<file path="config.mk">
export PLATFORM = sky130hd
export DESIGN_NAME = pid_1
export DESIGN_NICKNAME = d
export VERILOG_FILES = /design/src/rtl/pid_1.sv
export SDC_FILE = /design/constraint.sdc
export NUM_CORES = 1
export LEC_CHECK = 0
export ABC_AREA = 1
export ABC_CLOCK_PERIOD_IN_PS = 14600
export CAP_MARGIN = 25
export CORE_MARGIN = 1
export CORE_UTILIZATION = 45
export CTS_CLUSTER_DIAMETER = 60
export CTS_CLUSTER_SIZE = 16
export DETAILED_ROUTE_END_ITERATION = 7
export SETUP_SLACK_MARGIN = 0.02
export SYNTH_ARGS = -nofsm -noshare
export SYNTH_HDL_FRONTEND = slang
export SYNTH_SLANG_ARGS = --single-unit
</file>
<file path="constraint.sdc">
create_clock -name clk -period 14.6 [get_ports clk]
set_input_delay 4.38 -clock clk [delete_from_list [all_inputs] [get_ports clk]]
set_output_delay 4.38 -clock clk [all_outputs]
set_load 0.05 [all_outputs]
</file>
<file path="src/rtl/pid_1.sv">
// Discrete PID speed controller: one update per clock, saturating integrator,
// floor-shifted output clamped into an 8-bit registered PWM duty command.
module pid_1 #(
  parameter int unsigned KP        = 4,
  parameter int unsigned KI        = 1,
  parameter int unsigned KD        = 2,
  parameter int unsigned FRAC_BITS = 3,
  parameter int unsigned INT_LIM   = 4095
) (
  input  logic       clk,
  input  logic       reset,
  input  logic [7:0] speed,
  input  logic [7:0] feed,
  output logic [7:0] pwmout
);

  // Integrator wide enough for any 32-bit INT_LIM plus one error step;
  // the sum width covers a 32-bit gain times the largest integrator value.
  localparam int IW = 34;
  localparam int SW = 72;

  localparam logic signed [IW-1:0] LIM_S  = IW'(INT_LIM);
  localparam logic signed [SW-1:0] KP_S   = SW'(KP);
  localparam logic signed [SW-1:0] KI_S   = SW'(KI);
  localparam logic signed [SW-1:0] KD_S   = SW'(KD);
  localparam logic signed [SW-1:0] ZERO_S = SW'(0);
  localparam logic signed [SW-1:0] MAX_S  = SW'(255);

  logic signed [9:0]    e_s;
  logic signed [9:0]    d_s;
  logic signed [9:0]    e_prev_r;
  logic signed [IW-1:0] integ_r;
  logic signed [IW-1:0] isum_s;
  logic signed [IW-1:0] integ_next_s;
  logic signed [SW-1:0] u_s;
  logic signed [SW-1:0] us_s;
  logic [7:0]           pwm_next_s;

  function automatic logic [7:0] clamp_pwm(input logic signed [SW-1:0] v);
    logic [7:0] r;
    if (v < ZERO_S) begin
      r = 8'd0;
    end else if (v > MAX_S) begin
      r = 8'd255;
    end else begin
      r = v[7:0];
    end
    return r;
  endfunction

  // Error, derivative, clamped integrator and shifted PID sum for this update
  always_comb begin
    e_s  = $signed({2'b00, speed}) - $signed({2'b00, feed});
    d_s  = e_s - e_prev_r;
    isum_s = integ_r + IW'(e_s);
    if (isum_s > LIM_S) begin
      integ_next_s = LIM_S;
    end else if (isum_s < -LIM_S) begin
      integ_next_s = -LIM_S;
    end else begin
      integ_next_s = isum_s;
    end
    u_s = KP_S * SW'(e_s) + KI_S * SW'(integ_next_s) + KD_S * SW'(d_s);
    us_s = u_s >>> FRAC_BITS;
    pwm_next_s = clamp_pwm(us_s);
  end

  // Controller state and registered duty command
  always_ff @(posedge clk) begin
    if (reset) begin
      pwmout   <= 8'd0;
      integ_r  <= '0;
      e_prev_r <= 10'sd0;
    end else begin
      pwmout   <= pwm_next_s;
      integ_r  <= integ_next_s;
      e_prev_r <= e_s;
    end
  end

endmodule

</file>
# Yosys cells after proc, flatten, opt, wreduce, memory -nomap -nowiden
# Index checks and enable logic that the tools add are counted.
# W data, S select, Z words.
# classes
add_sub_neg,5
n_lt_le_gt_ge,4
mux,3
n_reduce_logical,1
# ops
cell,count
$mux W34,2
$add A35 B11 Y36,1
$add A11 B34 Y35,1
$add A34 B9 Y34,1
$gt A34 B13 Y1 const B,1
$lt A34 B13 Y1 const B,1
$gt A33 B9 Y1 const B,1
$lt A33 B1 Y1 const B,1
$sub A9 B9 Y10,1
$sub A8 B8 Y9,1
$mux W8,1
$reduce_or A2 Y1,1
# word_totals
reg_bits,51
output_inout_bits,8
wordCells,16

# Longest topological paths before layout
# depth
ltp_word,9
depth_mapped,56
ltp_nobuf,55

# Worst setup path before layout
# Ideal clock, no wire load.
# synth_path
kind,input to register
startpoint,in speed[0]
endpoint,reg pwmout[1]
t_arrival_ps,12385
t_required_ps,14481
setup_slack_ps,2096
cell_stages,48
path_buffers,1
cell_sequence,inv_1 ha_1 inv_1 fa_1 nand3_1 nand2_1 nand2_1 nand2_1 inv_1 ha_1 nand2_1 inv_1 a21oi_2 nor2_1 nor2_1 nand2_1 nand2_1 nand2_1 (+12 left out) fa_1 nand3_1 nand2_1 a21oi_1 o21ai_2 a21oi_1 o21ai_0 a21boi_0 o21ai_0 xor2_1 nor3_1 nand4_1 nor2_1 nand4_1 nor2_2 nand3_2 nand2_4 a21oi_2
# synth_via
elab_chain_len,9
# synth_rtl
item,line_no,rtl
from (decl),12,"input logic [7:0] speed,"
$sub A8 B8 Y9 (*),53,"e_s = $signed({2'b00, speed}) - $signed({2'b00, feed});"
named net e_s[8],29,logic signed [9:0] e_s;
$add A34 B9 Y34 (*),55,isum_s = integ_r + IW'(e_s);
$lt A34 B13 Y1,58,end else if (isum_s < -LIM_S) begin
$mux W34,58,
$mux W34 (*),56,if (isum_s > LIM_S) begin
named net integ_next_s[2],34,logic signed [IW-1:0] integ_next_s;
$add A11 B34 Y35 (*),63,u_s = KP_S * SW'(e_s) + KI_S * SW'(integ_next_s) + KD_S * SW'(d_s);
$add A35 B11 Y36 (*),63,
$gt A33 B9 Y1 or $lt A33 B1 Y1 (tied branches),"43, 41",
$mux W8 or $reduce_or A2 Y1 (tied branches),-,
to (signal assigned),75,pwmout <= pwm_next_s;
to (decl),14,output logic [7:0] pwmout
# Mark *: on every way through the listed nets, which the timed path passes. The rest lies on a longest branch.
# A chain may end at the register's enable or synchronous reset.

# Worst setup path after layout
# layout_path
startpoint,in feed[2]
endpoint,reg pwmout[7]
# layout_via
elab_chain_len,9
# layout_rtl
item,line_no,rtl
from (decl),13,"input logic [7:0] feed,"
$sub A8 B8 Y9 (*),53,
named net e_s[7],29,
$add A34 B9 Y34 (*),55,
$lt A34 B13 Y1,58,
$mux W34,58,
$mux W34 (*),56,
named net integ_next_s[2],34,
$add A11 B34 Y35 (*),63,
$add A35 B11 Y36 (*),63,
$gt A33 B9 Y1 or $lt A33 B1 Y1 (tied branches),"43, 41",
$mux W8 or $reduce_or A2 Y1 (tied branches),-,
# Marked as above.

==> run metrics <==
status finished clean; Slew Viols, Final 0; Crit path top cell by count nand2_1; Ports 26; wire per inst 13.5 um; clock transition at the registers of the reported paths 0.08 ns; grt ovf 0; vias per cell 4.98; total number of vias 7639; Mapped Nets 1426; CTS Hold Bufs 0; die width 134 um; Tightest Pin Transition 0.837 ns; CTS tree built; Final Hold Viols 0; largest net degree at the start of global routing 45; CTS Buf Count 5; PortBufs 25; clock tree buffer depth 2; Area growth syn-to-layout 8.79%; root buffer cell clkbuf_16; H-tree lvl count 2; warnings from Yosys 0; drt pass-1 iters 5; CP max-delay cell nand2_2; Post-CTS Resized 0; initial DRC count 473; Fmax 0.0766 GHz; clk_lat worst skew 0.30 ns; Initial Util 46.4%; Detailed Place HPWL 17800 um; Synth Flop Type dfxtp_1; share of layout cells above drive strength 1 4.41%; Rows 47; Final setup viols 0; total clock sinks 51; Worst Path Required 14.78 ns; Fin Setup TNS 0 ns; Slew headroom 44.1%; Cells after Synth 1290; asr flop ratio synth 0%; # DRC 0; cell taking the most area after synthesis nand2_1; first-pass GRT wire length 35100 um; critical path endpoint category flop; post-synth top area share 17.2%; commonest cells after routing, fill and taps aside nand2_1 (355), inv_1 (260), nor2_1 (151), a21oi_1 (89), ha_1 (82); min Tclk post-route 13.05 ns; syn_area_per_cell 6.03 um2; fin crit share 89.4%; # nets final 1450; register area share after synthesis 13.1%; startpoint types input pin; commonest non-fill, non-tap cell in the layout nand2_1; Distinct cells, synth 40; Seq cells post-synth 51; Synth area leaders nand2_1 (17%), ha_1 (13%), dfxtp_1 (13%); max_cap viols 0; critical path class in -> reg; final hold slack 0.694 ns; vias in the first global route 7345; GPL Wtd Cong 0.912; slowest stage delay, CP 0.68 ns; fillers 1746; Die ar. 17800 um2; antenna cells 0; area of placed instances 8290 um2; critical path fanouts, max 25; GRT Total Usage 24.4%; core area 16800 um2; Post-DRT Antenna Nets 0; setup bufs post-CTS 0; Final Instance Area 8470 um2; Clock Skew 0.0124 ns; RSZ-0062 raised after global routing false; hold crit path type reg -> reg; Post-Synthesis Cell Area 7780 um2; DIE HEIGHT 134 um; initial antenna violation count 0; Post-synth EDFFs 0; WL final 20800 um; Final Util 50.5%; Worst EP arrival 13.24 ns
## through the flow
| step | instances | setup WS, ns |
|---|---|---|
| finish | 1535 | 1.55 |
| global route | 1535 | 0.597 |
| CTS | 1534 | 1.45 |
| detailed placement | 1526 | 1.14 |
| global placement | 1526 | 1.41 |
| floorplan | 1290 | 2.10 |
## layout make-up
class / instances / area, um2 / share of cell area, %
Multi-Input combinational cell: 960 / 5720 / 67.6
Clock buffer: 5 / 125 / 1.48
Sequential cell: 51 / 1020 / 12.1
Tap cell: 220 / 275 / 3.25
Timing Repair Buffer: 29 / 293 / 3.46
Inverter: 267 / 1000 / 11.8
Clock inverter: 3 / 28.8 / 0.340
## cell usage after synthesis (all sizes together) (2+ instances only)
cell	instances
o21bai	9
nand2	372
dfxtp	51
a31oi	10
ha	82
nand3	63
clkinv	2
o21a	6
or2	2
xnor2	17
clkbuf	11
o21ai	29
a21boi	7
a21o	2
fa	36
a211oi	2
and2	4
nand3b	7
nand4	14
xor2	21
a21oi	97
nor2	156
nor4	3
inv	265
nor3	19
## path summary, 6_finish.rpt
| check | from | to | slack (ns) | cells past startpoint |
|---|---|---|---|---|
| max | feed[2] | pwmout[7] | 1.55 | 52 |
| min | integ_r[0] | integ_r[0] | 0.69 | 3 |
| max reg2reg | integ_r[2] | pwmout[7] | 7.32 | 40 |
| min reg2reg | integ_r[0] | integ_r[0] | 0.69 | 3 |
## worst max-delay path: cells and delay by family
kind	cells	cell delay (ns)
and+or+nand+nor	25	3.34
xor gates and xnor gates	1	0.43
AOI/OAI and AO/OA	14	2.48
adders and majority gates	4	1.53
buffers and inverters	8	1.05
## kinds of logic (layout without fill, tap and decap cells)
group / Yosys count / in the layout / share of synthesized area, %
adders and majority gates: 118 / 118 / 22.4
AOI/OAI and AO/OA: 164 / 164 / 12.1
DFF: 51 / 51 / 13.1
and+or+nand+nor: 640 / 640 / 34.5
buffers and inverters: 279 / 304 / 13.5
xor gates and xnor gates: 38 / 38 / 4.37
## flip-flops by register name (all words and copies together) (netlist names)
signal    count
integ_r      34
pwmout        8
e_prev_r      9
## layer usage
metal | global-route usage, % | share of wire, % | vias up
met1 | 33.7 | 51 | 3405
met3 | 1.71 | 2.3 | 32
li1 | - | - | 4062
met4 | 7.13 | 2.4 | 0
met5 | 0 | 0 | -
met2 | 40.8 | 45 | 140
Power is left out: the tool's default activity adds up to more than one toggle a clock period on the data nets, which glitch-free logic cannot reach.
